--- config.mk ---
export PLATFORM = sky130hd
export DESIGN_NAME = read_sram
export DESIGN_NICKNAME = d
export VERILOG_FILES = /design/src/rtl/mpcache_pkg.sv /design/src/rtl/read_sram_buf.sv /design/src/rtl/read_sram.sv
export SDC_FILE = /design/constraint.sdc
export NUM_CORES = 1
export LEC_CHECK = 0
export BUFFER_PORTS_ARGS = -buffer_cell sky130_fd_sc_hd__buf_2
export CAP_MARGIN = 5
export CORE_UTILIZATION = 40
export CTS_BUF_LIST = sky130_fd_sc_hd__clkbuf_4 sky130_fd_sc_hd__clkbuf_8
export DETAILED_ROUTE_END_ITERATION = 6
export GPL_TIMING_DRIVEN = 0
export MAX_ROUTING_LAYER = met4
export SETUP_SLACK_MARGIN = 0.5
export SYNTH_ARGS = -nofsm -noshare
export SYNTH_HDL_FRONTEND = slang
export SYNTH_SLANG_ARGS = --single-unit
--- constraint.sdc ---
create_clock -name i_clk -period 5.8 [get_ports i_clk]
set_input_delay 1.16 -clock i_clk [delete_from_list [all_inputs] [get_ports i_clk]]
set_output_delay 1.16 -clock i_clk [all_outputs]
set_load 0.02 [all_outputs]
--- src/rtl/mpcache_pkg.sv ---
// Shared multi-port cache definitions: SRAM geometry, read-path FSM states, return-buffer word.
package mpcache_pkg;
  localparam int BLK_ADDR_WIDTH = 12;
  localparam int DATA_WIDTH     = 64;
  localparam int SRAM_RD_LAT    = 2;

  typedef enum logic [1:0] {
    IDLE  = 2'd0,
    ISSUE = 2'd1,
    DRAIN = 2'd2
  } rd_state_t;

  typedef struct packed {
    logic                  last;
    logic [DATA_WIDTH-1:0] data;
  } rd_word_t;
endpackage

--- src/rtl/read_sram_buf.sv ---
// Return buffer: synchronous FIFO, data valid at head the cycle after push.
// No full flag: the caller's credit scheme bounds occupancy to DEPTH.
module read_sram_buf #(
  parameter int DEPTH = 8,
  parameter int WIDTH = 65
) (
  input  logic             i_clk,
  input  logic             i_rst,
  input  logic             i_push,
  input  logic [WIDTH-1:0] i_data,
  input  logic             i_pop,
  output logic [WIDTH-1:0] o_data,
  output logic             o_empty
);
  localparam int AW = $clog2(DEPTH);

  logic [WIDTH-1:0] r_mem [DEPTH];
  logic [AW:0]      r_wr_ptr;
  logic [AW:0]      r_rd_ptr;

  always_ff @(posedge i_clk) begin
    if (i_rst) begin
      r_wr_ptr <= '0;
      r_rd_ptr <= '0;
    end else begin
      if (i_push) r_wr_ptr <= r_wr_ptr + (AW+1)'(1);
      if (i_pop)  r_rd_ptr <= r_rd_ptr + (AW+1)'(1);
    end
  end

  always_ff @(posedge i_clk) begin
    if (i_push) r_mem[r_wr_ptr[AW-1:0]] <= i_data;
  end

  assign o_data  = r_mem[r_rd_ptr[AW-1:0]];
  assign o_empty = (r_wr_ptr == r_rd_ptr);
endmodule

--- src/rtl/read_sram.sv ---
// Block read engine: accept->ren 1 cycle, ren->o_data_vld RD_LAT+1 cycles, 1 word/cycle sustained.
// Downstream stalls hold the head word; issue pauses once BUF_DEPTH reads are outstanding.
module read_sram #(
  parameter int BLK_ADDR_WIDTH = mpcache_pkg::BLK_ADDR_WIDTH,
  parameter int DATA_WIDTH     = mpcache_pkg::DATA_WIDTH,
  parameter int RD_LAT         = mpcache_pkg::SRAM_RD_LAT,
  parameter int BUF_DEPTH      = 8,
  parameter int LEN_WIDTH      = 6
) (
  input  logic                      i_clk,
  input  logic                      i_rst,
  input  logic [BLK_ADDR_WIDTH-1:0] i_req_addr,
  input  logic [LEN_WIDTH-1:0]      i_req_len,
  input  logic                      i_req_vld,
  output logic                      o_req_rdy,
  output logic [BLK_ADDR_WIDTH-1:0] o_sram_addr,
  output logic                      o_sram_ren,
  input  logic [DATA_WIDTH-1:0]     i_sram_data,
  output logic [DATA_WIDTH-1:0]     o_data,
  output logic                      o_data_vld,
  output logic                      o_data_last,
  input  logic                      i_data_rdy,
  output logic                      o_busy
);
  import mpcache_pkg::*;

  localparam int CW = $clog2(BUF_DEPTH + 1);

  rd_state_t                 r_state;
  rd_state_t                 w_state_nxt;
  logic [BLK_ADDR_WIDTH-1:0] r_cur_addr;
  logic [BLK_ADDR_WIDTH-1:0] r_sram_addr;
  logic [LEN_WIDTH-1:0]      r_remaining;
  logic                      r_sram_ren;
  logic                      r_ren_last;
  logic [RD_LAT-1:0]         r_vld_pipe;
  logic [RD_LAT-1:0]         r_last_pipe;
  logic [CW-1:0]             r_credit;

  logic                      w_accept;
  logic                      w_issue;
  logic                      w_pop;
  logic                      w_empty;
  logic [BLK_ADDR_WIDTH-1:0] w_addr;
  logic [LEN_WIDTH-1:0]      w_rem;
  rd_word_t                  w_push_word;
  rd_word_t                  w_head;

  assign o_req_rdy = (r_state == IDLE) && !i_rst;
  assign w_accept  = i_req_vld && o_req_rdy;
  // The accepting cycle issues the first read itself so ren appears one cycle after accept.
  assign w_addr    = w_accept ? i_req_addr : r_cur_addr;
  assign w_rem     = w_accept ? i_req_len  : r_remaining;
  assign w_issue   = w_accept || ((r_state == ISSUE) && (r_credit < CW'(BUF_DEPTH)));
  assign w_pop     = !w_empty && i_data_rdy;

  always_comb begin
    w_state_nxt = r_state;
    case (r_state)
      IDLE:    if (w_accept) w_state_nxt = (w_rem == '0) ? DRAIN : ISSUE;
      ISSUE:   if (w_issue && (w_rem == '0)) w_state_nxt = DRAIN;
      DRAIN:   if (w_pop && w_head.last) w_state_nxt = IDLE;
      default: w_state_nxt = IDLE;
    endcase
  end

  always_ff @(posedge i_clk) begin
    if (i_rst) begin
      r_state     <= IDLE;
      r_cur_addr  <= '0;
      r_sram_addr <= '0;
      r_remaining <= '0;
      r_sram_ren  <= 1'b0;
      r_ren_last  <= 1'b0;
      r_vld_pipe  <= '0;
      r_last_pipe <= '0;
      r_credit    <= '0;
    end else begin
      r_state    <= w_state_nxt;
      r_sram_ren <= w_issue;
      r_ren_last <= w_issue && (w_rem == '0);
      if (w_issue) begin
        r_sram_addr <= w_addr;
        r_cur_addr  <= w_addr + BLK_ADDR_WIDTH'(1);
        r_remaining <= w_rem - LEN_WIDTH'(1);
      end
      r_vld_pipe[0]  <= r_sram_ren;
      r_last_pipe[0] <= r_ren_last;
      for (int i = 1; i < RD_LAT; i++) begin
        r_vld_pipe[i]  <= r_vld_pipe[i-1];
        r_last_pipe[i] <= r_last_pipe[i-1];
      end
      case ({w_issue, w_pop})
        2'b10:   r_credit <= r_credit + CW'(1);
        2'b01:   r_credit <= r_credit - CW'(1);
        default: r_credit <= r_credit;
      endcase
    end
  end

  always_comb begin
    w_push_word      = '0;
    w_push_word.last = r_last_pipe[RD_LAT-1];
    w_push_word.data = i_sram_data;
  end

  read_sram_buf #(
    .DEPTH (BUF_DEPTH),
    .WIDTH ($bits(rd_word_t))
  ) u_buf (
    .i_clk   (i_clk),
    .i_rst   (i_rst),
    .i_push  (r_vld_pipe[RD_LAT-1]),
    .i_data  (w_push_word),
    .i_pop   (w_pop),
    .o_data  (w_head),
    .o_empty (w_empty)
  );

  assign o_sram_ren  = r_sram_ren;
  assign o_sram_addr = r_sram_addr;
  assign o_data_vld  = !w_empty;
  assign o_data      = w_empty ? '0 : w_head.data;
  assign o_data_last = !w_empty && w_head.last;
  assign o_busy      = (r_state != IDLE);
endmodule

Word level (Yosys, flattened, before mapping) --
Memory sizes are Yosys's and may differ from the RTL's. A register that Yosys moved wholly into a read port is not among the register bits. Index checks and enable logic that the tools add are counted.
Storage, ports and cells: flip-flop bits (word level) 50, RAM bits 520, bits of input ports 86, output and inout bits 81, logic and storage cells 55, memories kept 1
Memory list:
- u_buf.r_mem | depth 8, bits a word 65, read ports 1, clocked after Yosys merged registers in 1, wr ports 1, line read_sram_buf.sv:17 | logic [WIDTH-1:0] r_mem [DEPTH];
Operators by class: $add $sub $neg 6, $lt $le $gt $ge 1, equality and inequality tests 8, mux-type cells 13, reduce and logical (&&, ||, !) cells 15
Operators by type and width (count):
- two-way mux 64 bit | 1
- adder 12 x 1 -> 12 bit (second input constant) | 1
- adder 4 x 1 -> 4 bit (second input constant) | 3
- two-way mux 12 bit | 1
- two-way mux 2 bit | 4
- one-hot mux 4 bit (2 select lines) | 1
- logical AND 1 bit | 7
- logical NOT 6 bit | 1
- two-way mux 3 bit | 2
- two-way mux 6 bit | 1
- one-hot mux 2 bit (3 select lines) | 1
- subtractor 6 x 1 -> 6 bit (second input constant) | 1
- == test 2 x 1 -> 1 bit (second input constant) | 2
- == test 2 bit (second input constant) | 2
- == test 4 bit | 1
- less-than comparator 4 bit (second input constant) | 1
- inequality test 2 bit (second input constant) | 2
- nonzero test 2 bit | 2
- subtractor 4 x 1 -> 4 bit (second input constant) | 1
- AND reduction 3 bit | 1
- logical NOT 1 bit | 2
- logical NOT 2 bit | 1
- two-way mux 1 bit | 2
- inequality test 2 x 1 -> 1 bit (second input constant) | 1
- logical OR 1 bit | 1

Logic depth before layout (Yosys ltp) --
Gate-level depths: netlist (run 1).
depth after elaboration 8, gate-level depth with buffers 13, gate-level depth less buffers 11

Modules after synthesis --
A second synthesis (run 1) with hierarchy kept.
Second synthesis, totals: cells, all modules 1164, area total of the unflattened synthesis 22693.0 µm²
Modules (own cells, without submodules):
- read_sram_buf | times used 1, cells each 806, area an instance 19977.9 µm², sequential area each 15835.2 µm²
- read_sram | times used 1, cells each 358, area an instance 2715.1 µm², sequential area each 840.8 µm²

Worst setup path before layout (run 1) --
Ideal clock, no wire load.
path type flip-flop to flip-flop, start reg u_buf.r_wr_ptr[1], end mem u_buf.r_mem[0][0] (enable), library setup time 0.568 ns, data arrival time 4.941 ns, data required time 5.232 ns, path slack 0.291 ns, cell stages (with the launch flop) 3, buffers on the path 0, period minus slack after synthesis 5.509 ns, cell sequence dfxtp_1 > nand2b_1 > nor3_1
RTL lines:
- start, declared | line read_sram_buf.sv:18 | logic [AW:0] r_wr_ptr;
- start signal, assigned | line read_sram_buf.sv:26 | if (i_push) r_wr_ptr <= r_wr_ptr + (AW+1)'(1);
- end, declared | line read_sram_buf.sv:17
Straight into the memory's write port.

Worst setup path in the final report (run 1) --
start reg u_buf.r_wr_ptr[0], end out o_data[57]
Between the ends: longest elaborated chain between the ends 2
Ends and longest elaborated chain:
- == test 4 bit | line read_sram_buf.sv:36 | assign o_empty = (r_wr_ptr == r_rd_ptr);
- two-way mux 64 bit | line read_sram.sv:123 | assign o_data = w_empty ? '0 : w_head.data;
- end, declared | line read_sram.sv:19 | output logic [DATA_WIDTH-1:0] o_data,
No other way between the ends.

==> results of run 1 <==
## kinds of logic (layout without fill, tap and decap cells)
group,Yosys count,in the layout
DFF,573,573
and+or+nand+nor,233,233
muxes,208,208
buffers and inverters,73,432
AOI/OAI and AO/OA,52,52
xor gates and xnor gates,32,32
adders and majority gates,7,7
other,0,8
## flip-flops by register name, summed over array words and instances, names as in the netlist, named ones only
name	flops
o_sram_addr	12
o_sram_ren	1
r_credit	4
r_cur_addr	12
r_last_pipe	2
r_remaining	6
r_ren_last	1
r_state	2
r_vld_pipe	2
u_buf.r_mem	520
u_buf.r_rd_ptr	4
u_buf.r_wr_ptr	4
## final cells by class
class / instances / area, sq um
multi-input cells: 532 / 5635
clock buffers: 141 / 1653
inverters: 7 / 26.28
fillers: 4660 / 28590
plain buffers: 66 / 287.8
diodes: 8 / 20.02
repair buffers: 191 / 1394
clock inverters: 27 / 196.4
flip-flops and latches: 573 / 16680
well taps: 748 / 935.9
## metrics by stage
step                      std cells  util, %  setup slack [ns]
after floorplan                1178        -             1.964
after global placement         2091    43.90            -1.188
after detailed placement       2117    45.03             1.536
final                          2293    48.41             1.017
after global routing           2293    48.41            0.9238
after CTS                      2285    48.37            0.9187
## worst max-delay path, stage by stage (launching register included)
cell,delay (ns)
dfxtp_1,0.33
buf_2,0.23
xor2_1,0.11
nor4_2,0.42
clkbuf_1,0.87
buf_1,0.59
nor2_1,0.19
buf_2,0.21
## power by group through the flow
| stage | combinational, mW | sequential (mW) | clock (mW) |
|---|---|---|---|
| after global routing | 1.39 | 4.73 | 3.74 |
| after global placement | 1.24 | 4.80 | 0 |
| after detailed placement | 1.28 | 4.80 | 0 |
| after floorplan | 0.837 | 4.81 | 0 |
| after CTS | 1.29 | 4.72 | 3.58 |
| final | 1.27 | 4.72 | 3.47 |
## final timing paths
| kind | to | slack [ns] | depth (start not counted) |
|---|---|---|---|
| setup reg to reg | r_credit[3] | 2.37 | 13 |
| hold / removal | r_last_pipe[0] | 0.43 | 1 |
| setup / recovery | o_data[57] | 1.02 | 7 |
| hold reg to reg | r_last_pipe[0] | 0.43 | 1 |
## cells in the mapped netlist (all sizes together) (3+ instances only)
| library cell | n | share of area [%] |
|---|---|---|
| a211oi | 17 | 0.57 |
| a21oi | 12 | 0.27 |
| a311oi | 3 | 0.12 |
| and3 | 3 | 0.083 |
| buf | 35 | 0.76 |
| clkbuf | 31 | 0.52 |
| dfxtp | 53 | 4.7 |
| edfxtp | 520 | 69 |
| ha | 7 | 0.39 |
| inv | 7 | 0.12 |
| mux2i | 77 | 3.4 |
| mux4 | 130 | 13 |
| nand2 | 44 | 0.75 |
| nand2b | 6 | 0.17 |
| nand3 | 15 | 0.33 |
| nand4 | 8 | 0.22 |
| nor2 | 119 | 2.0 |
| nor2b | 5 | 0.14 |
| nor3 | 10 | 0.24 |
| nor4 | 8 | 0.37 |
| o211ai | 3 | 0.10 |
| o21ai | 5 | 0.11 |
| xnor2 | 15 | 0.58 |
| xor2 | 17 | 0.66 |
## layer usage
metal	GRT usage, %	up-vias
met5	-	-
met4	6.216	0
met3	3.607	54
met2	28.81	256
met1	23.45	6109
li1	-	5333
==> out/metrics.cfg, run 1 <==
[layout]
final_area_sq_um=26820
syn_to_final_growth_pct=18.91
mostFrequentLayoutCells=520 x edfxtp_1, 182 x buf_2, 130 x mux4_2, 113 x nor2_1, 95 x clkbuf_8
mostFrequentLayoutCell=edfxtp_1
finalNetCount=1559
drive_gt1_share_pct=33.77

[die]
start_util_pct=40.71
design.die.area_sq_um=57350
die_w_microns=239.5
die_y_microns=239.5
ios=167
core_area_sq_um=55420
row_count=86

[critical_path]
crit_start=u_buf.r_wr_ptr[0]
timing.rr.start=r_state[1]
critPathArrivalTime_ns=3.62
cp_max_fo=10
path_class=register to output port
critPathLaunchType=register
endpoint_kind=output port
crit_required_ns=4.64

[timing]
finalCritPeriodShare_pct=82.47
fmax_mhz=209.1
setup_violations=0
max_slew_margin_pct=25.51
hold_viol=0
whs_ns=0.4271
finalClockSkew_ns=0.03059
period_minus_slack_ns=4.783
final-max-slew-violation-count=0
finalSetupTns_ns=0
rsz0062_at_grt=false
worst_pin_slew_ns=1.117

[routing]
ant_nets=0
wl_per_cell_microns=21.48
dr_total_vias=11750
remaining_drc_errors=0
highest_layer=met4
wl_met3_mm=2.133
first_iter_violations=669
wl_mm=49.25
detail_route.vias_per_cell=5.125
met2_length_mm=24.31
firstDrtPassIters=5
wl_met1_mm=21.97

[pwr]
power.leakage_nw=8.727
ir_drop_mv=0.1798
power_frac_seq_pct=49.9
p_int_mw=7.041
p_sw_share_pct=25.55
powerDensity_nw_per_um2=352.6
p_total_mw=9.457
switchingPower_mw=2.416
comb_power_share_pct=13.4
clkPwrFrac_pct=36.7

[grt]
grt_max_degree=26
antenna_found_initial=8
grt_pass1_vias=12400
track_usage_pct=18.18
grt_first_pass_wirelength_mm=74.46
grt-ovfl-total=0

[synth]
synth_xor_area_share_pct=1.242
synth_warnings=0
syn_inst=1178
yosysUniqueCellTypes=57
avgSynthCellArea_sq_um=19.15
synth_top_family_by_area=multiplexers
synth-simple-area-share_pct=4.931
synth_seq_area_share_pct=73.93
synth_area_sq_um=22560
synth_compound_area_share_pct=1.675
synth_nets=1271
ys_ff_latch=573
synthMuxAreaShare_pct=16.45
synthAdderAreaFrac_pct=0.3883
synth_edf_count=520
synth-main-ff-cell=edfxtp_1
async_flop_share_pct=0

[job]
max_cap_viol_count=0

[clock_network]
holdBufCountCts=0
htree_levels=3
cts_resized=0
clock-root-buffer=clkbuf_8
cts_tree=built
clkTransAtPathRegs_ns=0.06
post_cts_buffers=0
cts.path.max_buffers=3
clkLatencyLatePin_ns=0.68
cts.sinks=573
cts_buffers=95

[place]
gp_congestion=0.8273
io_buffer_count=165
dpl.hpwl_mm=30.82
dpl-instance-area_sq_um=24960

[hold_path]
hp-start=r_ren_last
hold_path_class=register to register

[outcome]
status=completed

Power figures use the tool's default switching activity.
==> inputs of run 2 (changes only) <==
==> constraint.sdc (replaced) <==
create_clock -name i_clk -period 4.6 [get_ports i_clk]
set_input_delay 0.92 -clock i_clk [delete_from_list [all_inputs] [get_ports i_clk]]
set_output_delay 0.92 -clock i_clk [all_outputs]
set_load 0.02 [all_outputs]
==> run 2 against run 1 <==
Against the previous run:
- via count fell by 0.13%
- critical path type unchanged
- first-iteration DRC count fell by 1.5%
- sequential power rose by 26%
- non-clock buffer count did not move
- design area rose by 0.10%
- final cell count did not move
- register-to-register slack got worse by 1.2 ns
- global-route usage did not move
- combinational power rose by 26%
- critical path depth fell by 1
==> out/metrics.cfg, run 2 (synthesis results as in run 1) <==
[outcome]
status=completed

[layout]
final_util_pct=48.46  ; +0.050 points
mostFrequentLayoutCells=520 x edfxtp_1, 181 x buf_2, 130 x mux4_2, 113 x nor2_1, 95 x clkbuf_8
largest_reg_flops=520  ; unchanged
drive_gt1_share_pct=34.35  ; +0.59 points
mostFrequentLayoutCell=edfxtp_1
syn_to_final_growth_pct=19.04
finalNetCount=1559  ; unchanged

[routing]
firstDrtPassIters=5  ; unchanged
remaining_drc_errors=0  ; unchanged
wl_per_cell_microns=21.46  ; about the same
dr_total_vias=11740  ; -0.13%
first_iter_violations=659  ; -1.5%
wl_mm=49.20  ; about the same
ant_nets=0  ; unchanged
detail_route.vias_per_cell=5.119  ; -0.13%

[clock_network]
htree_levels=3  ; unchanged
cts.path.max_buffers=3  ; unchanged
cts.sinks=573  ; unchanged
cts_buffers=95  ; unchanged
cts_tree=built
cts_resized=8  ; +8
holdBufCountCts=0  ; unchanged
clkTransAtPathRegs_ns=0.06  ; about the same
post_cts_buffers=0  ; unchanged
clock-root-buffer=clkbuf_8
clkLatencyLatePin_ns=0.68  ; about the same

[grt]
grt_max_degree=26  ; unchanged
grt_pass1_vias=12400  ; unchanged
grt-ovfl-total=0  ; unchanged
grt_first_pass_wirelength_mm=74.46  ; unchanged
antenna_found_initial=8  ; unchanged
track_usage_pct=18.18  ; unchanged

[die]
core_area_sq_um=55420  ; unchanged
die_y_microns=239.5  ; unchanged
row_count=86  ; unchanged
start_util_pct=40.71  ; unchanged
die_w_microns=239.5  ; unchanged
design.die.area_sq_um=57350  ; unchanged
ios=167  ; unchanged

[timing]
fmax_mhz=255.2
final-max-slew-violation-count=0  ; unchanged
setup_violations=0  ; unchanged
rsz0062_at_grt=true
finalClockSkew_ns=0.03059  ; -0.000006500 ns
finalSetupTns_ns=0  ; unchanged
finalCritPeriodShare_pct=85.18
period_minus_slack_ns=3.918
worst_pin_slew_ns=1.023  ; -0.09437 ns
hold_viol=0  ; unchanged
max_slew_margin_pct=31.81  ; +6.3 points

[place]
io_buffer_count=165  ; unchanged
gp_congestion=0.8273  ; unchanged
dpl.hpwl_mm=30.82  ; unchanged

[pwr]
power.leakage_nw=8.754  ; +0.30%
ir_drop_mv=0.2268  ; +26%
powerDensity_nw_per_um2=444.3  ; +26%

[job]
max_cap_viol_count=0  ; unchanged

[critical_path]
endpoint_kind=output port
critPathArrivalTime_ns=3.00  ; -0.62 ns
crit_required_ns=3.68  ; -0.96 ns
cp_max_fo=10  ; unchanged
path_class=register to output port
critPathLaunchType=register

[hold_path]
hold_path_class=register to register

run 2: cell types whose count changed in the layout (fill, tap and decap cells not counted):
cell,before,now
buf_1,15,9
clkbuf_2,0,6
buf_2,182,181
clkbuf_4,46,50
clkdlybuf4s15_1,0,1
clkbuf_1,31,27
run 2: critical path, cell delays in order, from the launching register on:
cell      delay, ns
dfxtp_1        0.31
clkbuf_1       0.17
buf_1          0.78
mux4_2         0.61
mux2i_1        0.18
nor2_1         0.11
buf_2          0.18
run 2: worst paths after layout:
kind              start        endpoint  slack (ns)  cells past startpoint
max            register      o_data[23]        0.68                      6
min          r_ren_last  r_last_pipe[0]        0.43                      1
max reg2reg  r_state[1]     r_credit[3]        1.17                     13
min reg2reg  r_ren_last  r_last_pipe[0]        0.43                      1
run 2: per-layer routing:
| metal | GRT usage, % | vias to the layer above | routed length [microns] |
|---|---|---|---|
| met5 | - | - | 0 |
| met4 | 6.216 | 0 | 866 |
| met3 | 3.607 | 58 | 2201 |
| met2 | 28.81 | 258 | 24180 |
| met1 | 23.45 | 6092 | 21960 |
| li1 | - | 5329 | - |
run 2: power breakdown:
group | switching [mW] | leakage (nW) | internal [mW]
Clock | 1.97 | 0.979 | 2.41
Sequential | 0.111 | 5.11 | 5.84
Combinational | 0.964 | 2.66 | 0.638
Total | 3.05 | 8.75 | 8.88
run 2: final cells by class:
class	instances	area [sq um]
fillers	4656	28560
flip-flops and latches	573	16680
multi-input cells	532	5635
clock buffers	141	1653
repair buffers	191	1394
well taps	748	935.9
plain buffers	66	315.3
clock inverters	27	196.4
inverters	7	26.28
diodes	8	20.02
run 2: metrics by stage:
stage	setup slack [ns]	hold WS (ns)	power, mW	cells	area, sq um
after CTS	0.5361	0.4197	12.08	2285	26820
after global routing	0.4809	0.4232	12.44	2293	26850
after detailed placement	0.5762	0.4299	7.668	2117	24960
final	0.6816	0.4269	11.93	2293	26850
after floorplan	0.7635	0.4138	7.122	1178	22570
after global placement	-2.388	0.4257	7.613	2091	24330
==> inputs of run 3 (changes only) <==
==> constraint.sdc (replaced) <==
create_clock -name i_clk -period 4.6 [get_ports i_clk]
set_input_delay 0.69 -clock i_clk [delete_from_list [all_inputs] [get_ports i_clk]]
set_output_delay 0.69 -clock i_clk [all_outputs]
set_load 0.01 [all_outputs]
==> run 3 against run 2 <==
Against the previous run:
- non-clock buffer count is the same
- design area is essentially flat
- die area is the same
- clock-buffer cell count is the same
- combinational power shrank 6%
- fmax shrank 0.24%
- total power shrank 0.83%
- clock power is essentially flat
- critical path depth is the same
- critical endpoint is now o_data[0]
- largest power group unchanged
- highest routed layer unchanged
==> out/metrics.cfg, run 3 (synthesis results as in run 1) <==
[timing]
finalCritPeriodShare_pct=85.39  ; +0.20 points
worst_pin_slew_ns=1.043  ; +0.02012 ns
period_minus_slack_ns=3.928  ; +0.009389 ns
setup_violations=0  ; unchanged
fmax_mhz=254.6  ; -0.24%
hold_viol=0  ; unchanged
max_slew_margin_pct=30.46  ; -1.3 points
final-max-slew-violation-count=0  ; unchanged
whs_ns=0.2798  ; -0.1470 ns
finalSetupTns_ns=0  ; unchanged
rsz0062_at_grt=true
finalClockSkew_ns=0.02999  ; -0.0006008 ns
setup_ws_ns=0.6722  ; -0.009389 ns

[critical_path]
critPathLaunchType=register
r2r_setup_slack_ns=1.17  ; about the same
cp_max_fo=10  ; unchanged
rr_endpoint=r_credit[3]
ff2ff_path_depth=13  ; unchanged
crit_required_ns=3.91  ; +0.23 ns
path_class=register to output port
endpoint_kind=output port
timing.rr.start=r_state[1]
critPathArrivalTime_ns=3.24  ; +0.24 ns

[layout]
drive_gt1_share_pct=34.03  ; -0.33 points
final_util_pct=48.43  ; about the same
mostFrequentLayoutCell=edfxtp_1
syn_to_final_growth_pct=18.96  ; about the same
largest_reg_flops=520  ; unchanged
mostFrequentLayoutCells=520 x edfxtp_1, 182 x buf_2, 130 x mux4_2, 113 x nor2_1, 95 x clkbuf_8
fin_cells=2293  ; unchanged
finalNetCount=1559  ; unchanged

[clock_network]
cts.sinks=573  ; unchanged
cts_tree=built
cts_buffers=95  ; unchanged
clkTransAtPathRegs_ns=0.06  ; about the same
holdBufCountCts=0  ; unchanged
htree_levels=3  ; unchanged
post_cts_buffers=0  ; unchanged
clkLatencyLatePin_ns=0.68  ; about the same
cts.path.max_buffers=3  ; unchanged
clock-root-buffer=clkbuf_8

[routing]
firstDrtPassIters=5  ; unchanged
remaining_drc_errors=0  ; unchanged
wl_mm=49.30  ; +0.19%
first_iter_violations=704  ; +6.8%
dr_total_vias=11820  ; +0.66%
ant_nets=0  ; unchanged
detail_route.vias_per_cell=5.153  ; +0.66%
wl_per_cell_microns=21.50  ; +0.19%

[hold_path]
holdPathEnd=u_buf.r_mem[0][11]
whs_path_depth=1  ; unchanged
hp-start=i_sram_data[11]
hold_path_class=input pin to register

[die]
design.die.area_sq_um=57350  ; unchanged
ios=167  ; unchanged
die_w_microns=239.5  ; unchanged
start_util_pct=40.71  ; unchanged
row_count=86  ; unchanged
core_area_sq_um=55420  ; unchanged
die_y_microns=239.5  ; unchanged

[place]
dpl.hpwl_mm=30.82  ; unchanged
gp_congestion=0.8273  ; unchanged
io_buffer_count=165  ; unchanged
dp_worst_setup_slack_ns=0.8062  ; +0.2300 ns
dpl.cell_count=2117  ; unchanged

[pwr]
ir_drop_mv=0.2268  ; about the same
powerDensity_nw_per_um2=440.9  ; -0.77%
power.leakage_nw=8.744  ; -0.11%

[grt]
grt_first_pass_wirelength_mm=74.46  ; unchanged
antenna_found_initial=8  ; unchanged
track_usage_pct=18.18  ; unchanged
grt-ovfl-total=0  ; unchanged
grt_pass1_vias=12400  ; unchanged
grt_max_degree=26  ; unchanged

[job]
max_cap_viol_count=0  ; unchanged

[outcome]
status=completed

-- run 3: cell count changes in the layout (fill, tap and decap cells not counted) --
cell      previous run  this run
clkbuf_1            27        26
clkbuf_2             6         4
buf_2              181       182
buf_1                9        15
clkbuf_4            50        46
-- run 3: through the flow --
stage                     instance area (sq um)  power [mW]
final                                     26840       11.83
after detailed placement                  24960       7.575
after global routing                      26840       12.34
after floorplan                           22570       7.030
after global placement                    24330       7.520
after CTS                                 26810       11.98
-- run 3: critical path, cell delays in order (launching register included) --
cell	delay [ns]
dfxtp_1	0.38
clkdlybuf4s15_1	0.69
buf_1	0.61
mux4_2	0.34
mux2i_1	0.07
nor2_1	0.28
buf_2	0.19
-- run 3: power breakdown --
| part | switching [mW] | internal [mW] |
|---|---|---|
| logic | 0.871 | 0.632 |
| registers | 0.111 | 5.84 |
| clock network | 1.97 | 2.41 |
-- run 3: what timing repair did --
action	in CTS	in global routing
setup endpoints to repair	40	23
hold endpoints to repair	0	0
resized for setup	1	8
-- run 3: cell type report --
| class | instances | area (sq um) |
|---|---|---|
| plain buffers | 66 | 299.0 |
| flip-flops and latches | 573 | 16680 |
| diodes | 8 | 20.02 |
| fillers | 4660 | 28580 |
| repair buffers | 191 | 1394 |
| inverters | 7 | 26.28 |
| multi-input cells | 532 | 5635 |
| clock inverters | 27 | 196.4 |
| clock buffers | 141 | 1653 |
| well taps | 748 | 935.9 |
-- run 3: metal layers --
| layer | wire length (microns) | global-route usage, % | vias to the layer above |
|---|---|---|---|
| li1 | - | - | 5337 |
| met1 | 21990 | 23.45 | 6153 |
| met2 | 24230 | 28.81 | 261 |
| met3 | 2170 | 3.607 | 64 |
| met4 | 900 | 6.216 | 0 |
| met5 | 0 | - | - |
-- run 3: worst max-delay path by stage --
| stage | end | startpoint |
|---|---|---|
| 6_report | o_data[0] | register |
| 5_1_grt | o_data[29] | register |
| 4_1_cts | o_data[46] | register |
| 3_5_place_dp | r_credit[3] | i_rst |
| 3_3_place_gp | u_buf.r_mem[7][38] | r_vld_pipe[1] |
| 2_1_floorplan | u_buf.r_mem[7][0] | u_buf.r_wr_ptr[0] |
